--- config.mk ---
export PLATFORM = sky130hd
export DESIGN_NAME = des128_key_schedule
export DESIGN_NICKNAME = d
export VERILOG_FILES = /design/src/rtl/des128_key_schedule.sv
export SDC_FILE = /design/constraint.sdc
export NUM_CORES = 1
export LEC_CHECK = 0
export CAP_MARGIN = 20
export CELL_PAD_IN_SITES_DETAIL_PLACEMENT = 1
export CELL_PAD_IN_SITES_GLOBAL_PLACEMENT = 1
export CORE_ASPECT_RATIO = 0.75
export CORE_MARGIN = 2
export CORE_UTILIZATION = 25
export CTS_BUF_LIST = sky130_fd_sc_hd__clkbuf_4
export DETAILED_ROUTE_END_ITERATION = 7
export GPL_ROUTABILITY_DRIVEN = 0
export PLACE_DENSITY_LB_ADDON = 0.05
export SLEW_MARGIN = 30
export SYNTH_ARGS = -nofsm -noshare
export SYNTH_HDL_FRONTEND = slang
export SYNTH_SLANG_ARGS = --single-unit
--- constraint.sdc ---
create_clock -name clk -period 5.8 [get_ports clk]
set_input_delay 0.58 -clock clk [delete_from_list [all_inputs] [get_ports clk]]
set_output_delay 0.58 -clock clk [all_outputs]
set_load 0.05 [all_outputs]
--- src/rtl/des128_key_schedule.sv ---
// ---------------------------------------------------------------------------
// des128_key_schedule
//
// Sequential round-key generator for the 128-bit DES expansion. It loads one
// 128-bit master key and then presents the sixteen 96-bit subkeys one at a
// time. Each subkey is consumed by a handshake. The subkeys can come out in
// encryption order or in decryption (reverse) order.
//
// Ports
//   clk       in   1    system clock, rising edge
//   rst_n     in   1    asynchronous active-low reset
//   key_in    in   128  master key, sampled when start is accepted
//   mode      in   1    0 = encrypt order, 1 = decrypt order; sampled on start
//   start     in   1    load request; honoured only in IDLE
//   busy      out  1    high while in RUN
//   sk_valid  out  1    subkey on sk_out is valid
//   sk_ready  in   1    consumer accepts subkey
//   sk_out    out  96   current subkey
//   sk_round  out  4    index of current subkey, 0..15
//   done      out  1    one-cycle pulse after the 16th subkey is accepted
//
// Handshake: a subkey transfers on every rising edge where sk_valid and
// sk_ready are both high. While sk_valid is high and sk_ready is low,
// sk_out, sk_round and the internal C/D registers hold their values.
// sk_valid never drops until its subkey has transferred. The FSM state can
// be observed on busy, which is high exactly when the FSM is in RUN.
// ---------------------------------------------------------------------------
module des128_key_schedule #(
    parameter int ROUNDS = 16,
    parameter int HALF_W = 56,
    parameter int SK_W   = 96
) (
    input  logic            clk,
    input  logic            rst_n,
    input  logic [127:0]    key_in,
    input  logic            mode,
    input  logic            start,
    output logic            busy,
    output logic            sk_valid,
    input  logic            sk_ready,
    output logic [SK_W-1:0] sk_out,
    output logic [3:0]      sk_round,
    output logic            done
);

    localparam logic [3:0] LAST_ROUND = 4'(ROUNDS - 1);

    typedef enum logic {
        IDLE = 1'b0,
        RUN  = 1'b1
    } state_t;

    state_t              state;
    logic [HALF_W-1:0]   c_r;
    logic [HALF_W-1:0]   d_r;
    logic [3:0]          round_r;
    logic                mode_r;

    logic [2*HALF_W-1:0] p_key;
    logic [HALF_W-1:0]   c0;
    logic [HALF_W-1:0]   d0;
    logic [4:0]          n_enc;
    logic [4:0]          n_dec;
    logic                handshake;

    // Remove the LSB of every key byte and pack the remaining 7-bit groups
    // with the most significant byte first.
    function automatic logic [2*HALF_W-1:0] pc1(input logic [127:0] k);
        logic [2*HALF_W-1:0] p;
        p = '0;
        for (int j = 0; j < 16; j++) begin
            p[7*j +: 7] = k[8*j+1 +: 7];
        end
        return p;
    endfunction

    function automatic logic [HALF_W-1:0] rotl(input logic [HALF_W-1:0] x,
                                               input int unsigned n);
        return (x << n) | (x >> (HALF_W - n));
    endfunction

    function automatic logic [HALF_W-1:0] rotr(input logic [HALF_W-1:0] x,
                                               input int unsigned n);
        return (x >> n) | (x << (HALF_W - n));
    endfunction

    // Shift amount for 1-based round n.
    function automatic int unsigned sched(input logic [4:0] n);
        case (n)
            5'd1, 5'd2, 5'd9, 5'd16: return 1;
            default:                 return 2;
        endcase
    endfunction

    assign p_key = pc1(key_in);
    assign c0    = p_key[2*HALF_W-1:HALF_W];
    assign d0    = p_key[HALF_W-1:0];

    // The registers move forward to 1-based round sk_round+2. Decryption
    // walks the same schedule backwards, so it undoes the shift of round
    // 18-n instead.
    assign n_enc = {1'b0, round_r} + 5'd2;
    assign n_dec = 5'd18 - n_enc;

    assign handshake = sk_valid && sk_ready;
    assign sk_out    = {c_r[HALF_W-1:8], d_r[HALF_W-1:8]};
    assign sk_round  = round_r;

    always_ff @(posedge clk or negedge rst_n) begin
        if (!rst_n) begin
            state    <= IDLE;
            c_r      <= '0;
            d_r      <= '0;
            round_r  <= '0;
            mode_r   <= 1'b0;
            busy     <= 1'b0;
            sk_valid <= 1'b0;
            done     <= 1'b0;
        end else begin
            done <= 1'b0;
            case (state)
                IDLE: begin
                    if (start) begin
                        mode_r <= mode;
                        // The decrypt stream starts at the last encrypt
                        // subkey. The total rotation is 28.
                        if (mode) begin
                            c_r <= rotl(c0, 28);
                            d_r <= rotl(d0, 28);
                        end else begin
                            c_r <= rotl(c0, 1);
                            d_r <= rotl(d0, 1);
                        end
                        round_r  <= '0;
                        state    <= RUN;
                        busy     <= 1'b1;
                        sk_valid <= 1'b1;
                    end
                end
                RUN: begin
                    if (handshake) begin
                        if (round_r == LAST_ROUND) begin
                            state    <= IDLE;
                            busy     <= 1'b0;
                            sk_valid <= 1'b0;
                            done     <= 1'b1;
                        end else begin
                            round_r <= round_r + 4'd1;
                            if (mode_r) begin
                                c_r <= rotr(c_r, sched(n_dec));
                                d_r <= rotr(d_r, sched(n_dec));
                            end else begin
                                c_r <= rotl(c_r, sched(n_enc));
                                d_r <= rotl(d_r, sched(n_enc));
                            end
                        end
                    end
                end
                default: state <= IDLE;
            endcase
        end
    end

endmodule

==> results of run 1 <==
-- timing repair --
item / CTS / global route
hold endpoints to repair: 43 / 0
setup endpoints to repair: 0 / 0
hold buffers: 1 / 0
buffers inserted: 0 / 0
-- cell families (layout without fill, tap and decap cells) --
kind of cell / count (synthesis) / count (layout) / synth area share (%)
AND/OR/NAND/NOR: 719 / 719 / 28.3
AO/OA/AOI/OAI: 422 / 422 / 22.3
buffers and inverters: 312 / 288 / 12.3
multiplexers: 186 / 186 / 14.0
flip-flops: 120 / 120 / 22.2
adder cells (fa/ha/maj): 7 / 7 / 0.648
XOR/XNOR: 4 / 4 / 0.259
other: 0 / 5 / 0
-- critical path, stage by stage (launching register included) --
cell and delay (ns):
sky130_fd_sc_hd__dfrtp_1 0.59, sky130_fd_sc_hd__inv_1 0.18, sky130_fd_sc_hd__ha_1 0.48, sky130_fd_sc_hd__nor2_1 0.14, sky130_fd_sc_hd__a221oi_1 0.80, sky130_fd_sc_hd__a21o_4 0.57, sky130_fd_sc_hd__buf_4 0.43, sky130_fd_sc_hd__nor2_1 0.08
sky130_fd_sc_hd__mux2_2 0.28, sky130_fd_sc_hd__nor4b_2 0.27
-- synth_stat cells, drive strengths merged --
library cell,count
mux2i,163
o311a,1
o21ai,56
a22oi,2
and4,1
nor2,121
a31oi,1
o31ai,130
o2111a,1
nand2,133
o21ba,1
o311ai,59
a21boi,1
mux2,23
a211o,1
or4,78
nand4,2
nor4,56
a211oi,111
or3,111
and3,58
nand2b,1
a221oi,1
inv,4
or2,2
a21oi,53
dfrtp,120
xnor2,2
nor3,134
ha,7
a21o,2
buf,169
nor2b,3
clkbuf,139
xor2,2
nand3,12
nor4b,4
a22o,1
and2,3
a31o,1
-- per-stage QoR --
| stage | instance area (sq um) | setup slack [ns] |
|---|---|---|
| final | 15700 | 1.88 |
| after global routing | 15700 | 1.60 |
| after CTS | 15600 | 1.85 |
| after detailed placement | 15400 | 1.90 |
| after global placement | 15400 | 1.92 |
| after floorplan | 13500 | 2.63 |
-- per-layer routing --
metal	track usage (%)	vias up
met5	0	-
met4	3.57	0
met3	3.16	32
met2	37.4	295
met1	37.2	7551
li1	-	6607
-- path summary, 6_finish.rpt --
check	end	slack, ns	cells past startpoint
max in group asynchronous	asynchronous set/reset pin	4.19	3
worst max-delay path	d_r[48]	1.88	9
worst min register to register	mode_r	0.63	2
worst max register to register	d_r[48]	1.88	9
worst min-delay path	d_r[40]	0.42	2
min in group clk	state	0.55	3
-- power groups by stage --
stage / combinational (mW) / clock, mW / sequential (mW)
2_1_floorplan: 5.08 / 0 / 1.86
3_3_place_gp: 6.81 / 0 / 2.45
3_5_place_dp: 6.86 / 0 / 2.45
4_1_cts: 6.88 / 0.630 / 2.44
5_1_grt: 7.34 / 0.667 / 2.56
6_report: 6.88 / 0.609 / 2.43
-- registers in the layout (all words and copies together) (netlist names), named ones only --
register  cells
c_r          54
state         1
mode_r        1
d_r          54
sk_valid      1
sk_round      4
done          1
-- area by class of cell --
class                           count  area, sq um  share of cell area (%)
Tap cell                          712          891                    5.69
Sequential cell                   120         3000                    19.2
Antenna cell                        5         12.5                  0.0799
Inverter                            4         15.0                  0.0959
Multi-Input combinational cell   1338         8920                    57.0
Clock inverter                      6         27.5                   0.176
Timing Repair Buffer              253         2600                    16.6
Clock buffer                       25          188                    1.20
==> results.txt, run 1 <==
- Slew HR: between 30 and 40%
- In this run the critical register-to-register path is launched from sk_round[1].
* Maximum vdd ir drop: between 0.0006 and 0.0007 V
- In this run, placement finished with an instance count of 2,425.
* Leading area contributor after synthesis: sky130_fd_sc_hd__dfrtp_1
- Dividing the detail-routed wire length by the instance count gives 28.3 um.
* Height of the chip: 205 um
* Residual antenna-violating net count after detailed routing: 0
- The number of antenna violations at the first check in global routing is 2.
- Along the worst path, the maximum fanout reaches 33.
- Row count: 73
* Core region area: 53,200 sq um
* Level count of the clock H-tree: 4
- During synthesis, Yosys emitted a total of 0 warnings.
- Number of buffers created by CTS: 17
* Sinks on the clock net: 120
- Setup repair after global routing left no endpoint under its margin.
* Sum of met3 wire segment lengths after detailed routing: 2260 um
* Post-Synthesis Cell Area: 13,500 sq um
- Nets: 1,874
* Count of final hold-check violations: 0
* Design internal power: approximately 3.6 mW
* Initial standard-cell utilization of the core: approximately 25%
* Combinational power share: 69.4%
- Clock-pin slew reported for the worst setup and hold paths after clock tree synthesis: 0.14 ns
- Fraction of power spent switching nets: 63.8%
- Horizontal die dimension: 272 um
- The HPWL after detailed placement is 42,100 um.
- Highest clock frequency the design can meet: 0.255 GHz
- CTS tree: yes
- Counting every net in the synthesized netlist gives 1,910.
- In this run the mean area of a mapped cell was 7.63 sq um.
- Using the TritonRoute via totals, the vias-per-cell ratio works out to 5.88.
- Leaving out fill and tap cells, the most frequent cell in the layout is sky130_fd_sc_hd__clkdlybuf4s50_1.
- Cell types occupying the most area after synthesis: sky130_fd_sc_hd__dfrtp_1 (22%), sky130_fd_sc_hd__mux2i_1 (12%), sky130_fd_sc_hd__o31ai_1 (7.2%)
- Worst setup SP type: flip-flop
* Global-route wire length before repair: 104,000 um
* Static Leakage: 5.62 nW
- At the pin with the least slew margin, the transition time is 0.959 ns.
- Global route total overflow: 0
- PD cells: between 600 and 700 nW/um^2
* Part of the power in the clock network: under 10%
- Vias post-DR: 14,500
- For the final routed database, the setup TNS stands at 0 ns.
- Overall Global Routing Usage: 24.6%
* Post-Route M1 WL: 36,100 um
- Excluding fillers, the count of instances in the completed layout stands at 2,463.
- For the worst-skew pair, the clock arrives at the later sink with an insertion delay of 0.66 ns.
* Total setup violations reported at the end of the flow: 0
- In the final layout, the share of cells above drive strength 1 is approximately 6.2%.
- The first TritonRoute pass finished after 7 iterations.
* CTS max path bufs: 2
* Routed wire length: 69,800 um
* Final core occ: between 20% and 30%
- Hold_ws: 0.416 ns
* Setup Crit Path Kind: reg2reg
- Port Buf Inserts: 219
- Top library cells by usage in the layout, fill and taps aside: sky130_fd_sc_hd__clkdlybuf4s50_1 (217), sky130_fd_sc_hd__mux2i_1 (163), sky130_fd_sc_hd__nand2_1 (132), sky130_fd_sc_hd__nor3_1 (132), sky130_fd_sc_hd__o31ai_1 (130)
* Data arrival time at the worst-slack endpoint: around 4.5 ns
- STA classifies the critical path endpoint as a flip-flop.
- In this run the biggest area consumer among cell types represents 22.2% of the synthesized area.
* Result of the run: finished, final reports clean
- Min Clock Period, post-route: 3.92 ns
- In this run the worst hold path is classified as in2async.
* Worst Skew: between 0.015 and 0.02 ns
* Met2 Routed Length: between 30,000 and 40,000 um
- Detailed router's first-iteration violation count: approximately 840
- The die covers 55,900 sq um.
* Portion of the clock cycle consumed by the worst path in the final layout: slightly below 70%
- Critical Path RT: around 6.4 ns
* Cell variety after synth: 51
* Launch point of the critical path: sk_round[1]
* Final total power: 9.93 mW
- Max-Cap Viols: 0
* Proportion of synthesized chip area in sequential cells: between 20% and 30%
- During I/O placement, the number of pins put on the boundary was approximately 240.
- The via count of the first global-routing pass was 14,600.
- CTS placed an instance of sky130_fd_sc_hd__clkbuf_4 at the clock tree root.
- Register bit total from synthesis: 120
* Post-CTS Resized: 0
- In this run the power spent charging and discharging nets is about 6.3 mW.
* DRC Markers: 0
* Count of filler cells inserted in the layout: 6,323
* Largest net degree at the start of global routing: 114
* Signed area change from the synthesized netlist to the final layout: 15.9%
- The number of pins exceeding their max-slew limit in the final report was 0.
- Synthesis handed over a netlist of 1,770 instances.
* Fraction of power consumed by sequential logic: 24.5%
* Uppermost layer routed: met4
No activity file was read; power rests on OpenSTA's default activity.
==> run 2, diff against run 1 <==
==> constraint.sdc (replaced) <==
create_clock -name clk -period 3.89 [get_ports clk]
set_input_delay 0.389 -clock clk [delete_from_list [all_inputs] [get_ports clk]]
set_output_delay 0.389 -clock clk [all_outputs]
set_load 0.05 [all_outputs]
==> run 2 against run 1 <==
Against the previous run:
- clock skew rose by 0.024 ns
- first-iteration DRC count rose by 9.1%
- via count rose by 0.52%
- power rose by 56%
- largest cell class unchanged
- sequential power rose by 49%
- worst setup slack got worse by 1.2 ns
- worst hold slack got worse by 0.040 ns
- wire length fell by 0.82%
- register-to-register slack got worse by 1.2 ns
- sequential share of layout area fell by 0.50 points
- count of clock-buffer cells in the layout fell by 3
- non-clock buffer count rose by 26
==> results.txt, run 2 (synthesis gave the netlist of run 1 again) <==
- For this run, design rule violations remaining after detail routing come to 0.
* Critical path capture point type: flip-flop
* Portion of the clock cycle consumed by the worst path in the final layout: between 80% and 90%
- The tool flagged a number of max-cap violations equal to 0.
* Layout cells sized above 1: 7.73%
* Overall Global Routing Usage: 24.5%
* Vias post-DR: 14,600
- Highest clock frequency the design can meet: 0.315 GHz
- In this run the post-CTS setup repair buffer count came out at 0.
- In this run the tightest slew margin relative to its limit is 42.7%.
- Routed wire length: 69,200 um
- Cells on worst reg2reg path: 9
- The number of hold buffers added after CTS was 1.
* Horizontal die dimension: between 200 and 300 um
* Sequential Area: 3000 sq um
- The root buffer cell chosen for the clock tree is sky130_fd_sc_hd__clkbuf_4.
- The floorplan step defined a die boundary enclosing 55,900 sq um.
* Total setup violations reported at the end of the flow: 0
- For the pin with the worst max-slew slack, the measured transition is between 0.8 and 0.9 ns.
- TritonCTS created 17 clock buffers.
- The design draws 15.5 mW.
* Data arrival time at the worst-slack endpoint: roughly 3.7 ns
* Sum of negative setup slack: 0 ns
- Residual antenna-violating net count after detailed routing: 0
- During I/O placement, the number of pins put on the boundary was 236.
- Initial antenna violation count: 1
- The first detailed-routing pass took 4 iterations.
- The area growth from synthesis to layout is 19.0%.
- The total overflow left after global routing is 0.
- The worst setup path is launched from a flip-flop.
* Global-route wire length before repair: 104,000 um
* Clock-pin slew reported for the worst setup and hold paths after clock tree synthesis: approximately 0.17 ns
- For this design, the sink count on the clock tree is 120.
- CTS max path bufs: 2
- Input and output buffers added on the ports amount to 219.
- Count of final hold-check violations: 0
- In this run the static leakage power is 5.84 nW.
- Routed len/inst: roughly 28 um
* Result of the run: finished, final reports clean
- Most frequent standard cell in the layout excluding fill and tap cells: sky130_fd_sc_hd__clkdlybuf4s50_1
- Post-CTS Resized: 0
* Final Max Slew Viols: 0
- The core region is 53,200 sq um.
- Min Clock Period, post-route: 3.18 ns
* Top library cells by usage in the layout, fill and taps aside: sky130_fd_sc_hd__clkdlybuf4s50_1 (217), sky130_fd_sc_hd__mux2i_1 (163), sky130_fd_sc_hd__nand2_1 (132), sky130_fd_sc_hd__nor3_1 (132), sky130_fd_sc_hd__o31ai_1 (130)
- Hold_ws: 0.376 ns
- CTS tree: yes
* Detailed router's first-iteration violation count: ~910
* Unrepaired setup endpoints after global routing: no
* Hold Path Class: in2async
- Worst Skew: 0.0435 ns
- The worst setup path is of the reg2reg kind.
- The placed instances occupy a cell area of 15,700 sq um.
- The floorplan has 73 rows.
* Initial standard-cell utilization of the core: 25.4%
- PD cells: 962 nW/um^2
- Across the VDD grid, the largest voltage drop is 0.000869 V.
- In this run the worst path has a maximum fanout of 11.
* Finished layout cell area: 16,100 sq um
- For the worst-skew pair, the clock arrives at the later sink with an insertion delay of roughly 0.63 ns.
* Multi-input logic area: 8910 sq um
- Detailed placement finished with a half-perimeter wire length of 43,800 um.
- Critical Path RT: between 4 and 5 ns
* Height of the chip: between 200 and 250 um
- Nets: between 1,500 and 2,000
* Via count of the first global-routing pass: 15,000
* Per-cell via count in the routed design: 5.86
* Largest net degree at the start of global routing: between 100 and 150
- Count of filler cells inserted in the layout: 6,285
* Level count of the clock H-tree: 4
## run 2: final timing paths
path                       slack, ns  endpoint        start
max in group asynchronous       2.73   c_r[51]        rst_n
hold / removal                  0.38   d_r[40]        rst_n
setup / recovery                0.71    c_r[7]  sk_round[1]
min in group clk                0.43      done     sk_ready
hold reg to reg                 0.62    mode_r       mode_r
setup reg to reg                0.71    c_r[7]  sk_round[1]
## run 2: final cells by class
class                      count  share of cell area (%)
clock buffer                  22                    1.03
sequential                   120                    18.7
antenna                        1                  0.0156
inverter                       4                  0.0934
clock inverter                10                   0.942
timing repair buffer         279                    18.3
multi-input combinational   1338                    55.4
tap                          712                    5.54
## run 2: power by group
| group | internal (mW) | total, mW | switching [mW] |
|---|---|---|---|
| Sequential | 1.85 | 3.63 | 1.78 |
| Combinational | 3.56 | 10.7 | 7.11 |
| Clock | 0.540 | 1.17 | 0.628 |
## run 2: layer usage
metal	vias to the layer above	part of all wire, %	GRT usage (%)
met3	36	2.9	2.87
met2	271	44	37.2
met1	7571	52	37.1
met5	-	0	0
li1	6683	-	-
met4	0	1.2	4.53
## run 2: critical path, stage by stage (launching register included)
cell and delay [ns]:
sky130_fd_sc_hd__dfrtp_1 0.41, sky130_fd_sc_hd__inv_1 0.14, sky130_fd_sc_hd__ha_1 0.34, sky130_fd_sc_hd__o2111a_1 0.30, sky130_fd_sc_hd__a31o_2 0.27, sky130_fd_sc_hd__o21ba_2 0.26, sky130_fd_sc_hd__nor2_4 0.38, sky130_fd_sc_hd__buf_4 0.30
sky130_fd_sc_hd__mux2_2 0.35, sky130_fd_sc_hd__nor4_1 0.29
## run 2: per-stage QoR
step	cells	utilization [%]	setup slack [ns]
6_report	2486	30.2	0.712
5_1_grt	2486	30.2	0.542
4_1_cts	2485	30.2	0.698
3_5_place_dp	2452	29.6	0.785
3_3_place_gp	2452	29.6	0.796
2_1_floorplan	1770	-	0.719
==> run 3, diff against run 2 <==
==> constraint.sdc (replaced) <==
create_clock -name clk -period 2.7 [get_ports clk]
set_input_delay 0.27 -clock clk [delete_from_list [all_inputs] [get_ports clk]]
set_output_delay 0.27 -clock clk [all_outputs]
set_load 0.05 [all_outputs]
==> run 3 against run 2 <==
Against the previous run:
- the run now ends with negative setup slack left
- highest routed layer unchanged
- power rose by 78%
- combinational power rose by 98%
- worst hold slack got worse by 0.18 ns
==> results.txt, run 3 (synthesis gave the netlist of run 1 again) <==
- In the finished design, the share of the clock period the worst path needs comes to 101%.
- For this block, the initial DRC count from the detailed router was 1,150.
* Count of filler cells inserted in the layout: 6,140
- Power spread over the standard cell area amounts to between 1000 and 1500 nW/um^2.
- Count of final hold-check violations: 0
- Highest clock frequency the design can meet: 0.367 GHz
* DRC Markers: 0
- Detailed placement finished with a half-perimeter wire length of between 40,000 and 50,000 um.
- Data on the critical path is required at its endpoint by 3.25 ns.
- Clock tree synthesis inserted a total of 17 buffers.
- Min Clock Period, post-route: about 2.7 ns
* Initial standard-cell utilization of the core: 25.4%
* Critical path, cell by cell: inv_4, ha_4, o2111a_1, a31o_4, buf_6, nor3_4, buf_6, buf_8, or4_1, o31ai_1, nor4_4
- The clock net in this run drives a total of 120 sinks.
- Initial antenna violation count: 2
- STA classifies the critical path startpoint as a flip-flop.
* Final core occ: 36.0%
- In this run the worst setup path begins at sk_round[1].
- After detailed routing, the average wire length per cell comes to about 28 um.
- In this run the clock root is driven by a sky130_fd_sc_hd__clkbuf_4.
- The die is around 270 um wide.
* Die area: 55,900 sq um
- Slew HR: between 40% and 50%
* Depth of the critical timing path with buffers and inverters included: 11
- Port Buf Inserts: approximately 220
- In this design, the stage delay of the slowest critical-path cell is 0.52 ns.
- Worst Skew: 0.0310 ns
* Nets: approximately 2,100
* Routed wire length: approximately 75,000 um
- Final total power: 27.6 mW
* Global-route wire length before repair: 108,000 um
* CP dominant cell by count: sky130_fd_sc_hd__buf_6
* Level count of the clock H-tree: 4
* Post-placement setup slack: -0.446 ns
- Summing all multi-input logic gate instances after layout gives 9840 sq um.
- Max-Cap Viols: 0
- Flop-to-flop setup slack: -0.03 ns
- The worst hold path belongs to the class in2async.
- Critical path destination: d_r[53]
- Summing all flip-flop and latch instances after layout gives 3010 sq um.
- Count of TritonRoute iterations in the first routing pass: 5
* Critical path capture point type: flip-flop
- After clock tree synthesis, the clock-pin slew on the worst setup and hold paths is 0.14 ns.
* CTS tree: yes
- Overall Global Routing Usage: 25.5%
- No sink is reached through more buffers than the 2 on the longest clock path.
* Via count of the first global-routing pass: around 15,000
- CP max FO: 27
- After detailed routing, the number of vias per cell comes to 5.82.
- For the final routed database, the setup TNS stands at -0.0555 ns.
- Row count: 73
- Residual antenna-violating net count after detailed routing: 0
- The number of pins exceeding their max-slew limit in the final report is 0.
* Number of top-level pins: 236
- Vias post-DR: 15,400
* Signed area change from the synthesized netlist to the final layout: 41.6%
* R2r endpoint: d_r[53]
- Failing checks: negative setup slack
- Result of the run: complete, but fails checks
* Data arrival time at the worst-slack endpoint: 3.28 ns
* Most frequent standard cell in the layout excluding fill and tap cells: sky130_fd_sc_hd__clkdlybuf4s50_1
* Top library cells by usage in the layout, fill and taps aside: sky130_fd_sc_hd__clkdlybuf4s50_1 (217), sky130_fd_sc_hd__mux2i_1 (163), sky130_fd_sc_hd__nand2_1 (132), sky130_fd_sc_hd__nor3_1 (124), sky130_fd_sc_hd__dfrtp_1 (118)
- Of the cells placed in the final design, the portion with a size suffix greater than 1 is 22.8%.
- Setup repair after global routing could not meet its margin everywhere.
- Setup Crit Path Kind: reg2reg
- Largest net degree at the start of global routing: slightly below 80
- Measured in cells, the most critical reg-to-reg path has a length of 11.
- The kind of cell with the highest combined delay along the critical path is simple AND/OR/NAND/NOR gates.
* Worst Tran Pin Value: 0.763 ns
- Worst-skew pair later-pin latency: 0.66 ns
- Among all stages on the critical path, the largest delay is contributed by sky130_fd_sc_hd__dfrtp_4.
- Core region area: 53,200 sq um
- Height of the chip: 205 um
- Across all setup checks in the final design, the least slack found is -0.0272 ns.
- Start of the worst register-to-register path: sk_round[1]
* Total setup violations reported at the end of the flow: 4
- The total overflow left after global routing is 0.
- For this design the static power due to leakage is 7.25 nW.
- Together, buffers and inverters on the worst path number 4.
* Maximum vdd ir drop: 0.000603 V
## run 3: cell count changes in the layout (fill, tap and decap cells not counted), sizes merged
| cell | change |
|---|---|
| buf | +156 |
| clkbuf | +9 |
| bufinv | -4 |
| clkinv | +2 |
| diode | +2 |
| clkinvlp | -1 |
## run 3: layout make-up
| cell class | count | area share, % |
|---|---|---|
| inverter | 4 | 0.0916 |
| sequential | 120 | 15.7 |
| multi-input combinational | 1338 | 51.4 |
| tap | 712 | 4.66 |
| antenna | 3 | 0.0393 |
| clock inverter | 7 | 0.177 |
| timing repair buffer | 445 | 27.0 |
| clock buffer | 21 | 0.824 |
## run 3: power by group
part,leakage [nW],switching (mW),internal [mW]
sequential,1.31,2.42,2.67
clock,0.115,0.892,0.370
combinational,5.83,12.4,8.85
total,7.25,15.7,11.9
## run 3: worst reg2reg max path, cell delays in order (launching register included)
cell and delay, ns:
sky130_fd_sc_hd__dfrtp_4 0.52, sky130_fd_sc_hd__inv_4 0.09, sky130_fd_sc_hd__ha_4 0.22, sky130_fd_sc_hd__o2111a_1 0.28, sky130_fd_sc_hd__a31o_4 0.22, sky130_fd_sc_hd__buf_6 0.12, sky130_fd_sc_hd__nor3_4 0.11, sky130_fd_sc_hd__buf_6 0.15
sky130_fd_sc_hd__buf_8 0.23, sky130_fd_sc_hd__or4_1 0.16, sky130_fd_sc_hd__o31ai_1 0.11, sky130_fd_sc_hd__nor4_4 0.42
## run 3: worst min path at each step
stage	start	end	slack (ns)	cells after the start
6_report	rst_n	d_r[45]	0.20	2
5_1_grt	sk_ready	done	0.18	3
4_1_cts	sk_ready	done	0.15	3
3_5_place_dp	rst_n	d_r[41]	0.36	1
3_3_place_gp	rst_n	d_r[40]	0.36	1
2_1_floorplan	rst_n	asynchronous set/reset pin	-0.03	0
## run 3: per-stage QoR
stage / instance area (sq um) / std cells / hold slack (ns)
after floorplan: 13500 / 1770 / -0.0256
after global placement: 17200 / 2575 / 0.357
after detailed placement: 17200 / 2575 / 0.359
after CTS: 17800 / 2623 / 0.148
after global routing: 19100 / 2649 / 0.181
final: 19100 / 2650 / 0.200
## run 3: layer usage
metal | track usage (%) | up-vias | part of all wire (%)
li1 | - | 7002 | -
met1 | 39.4 | 8070 | 53
met2 | 38.0 | 300 | 43
met3 | 3.03 | 45 | 3.0
met4 | 4.18 | 0 | 1.2
met5 | 0 | - | 0
## run 3: repair_timing
action,CTS,global route
hold buffers,1,0
endpoints found under the setup margin,94,107
gates resized for setup,42,195
hold endpoints to repair,53,0
setup buffers,17,13
pin swaps,13,56
cloned,2,11
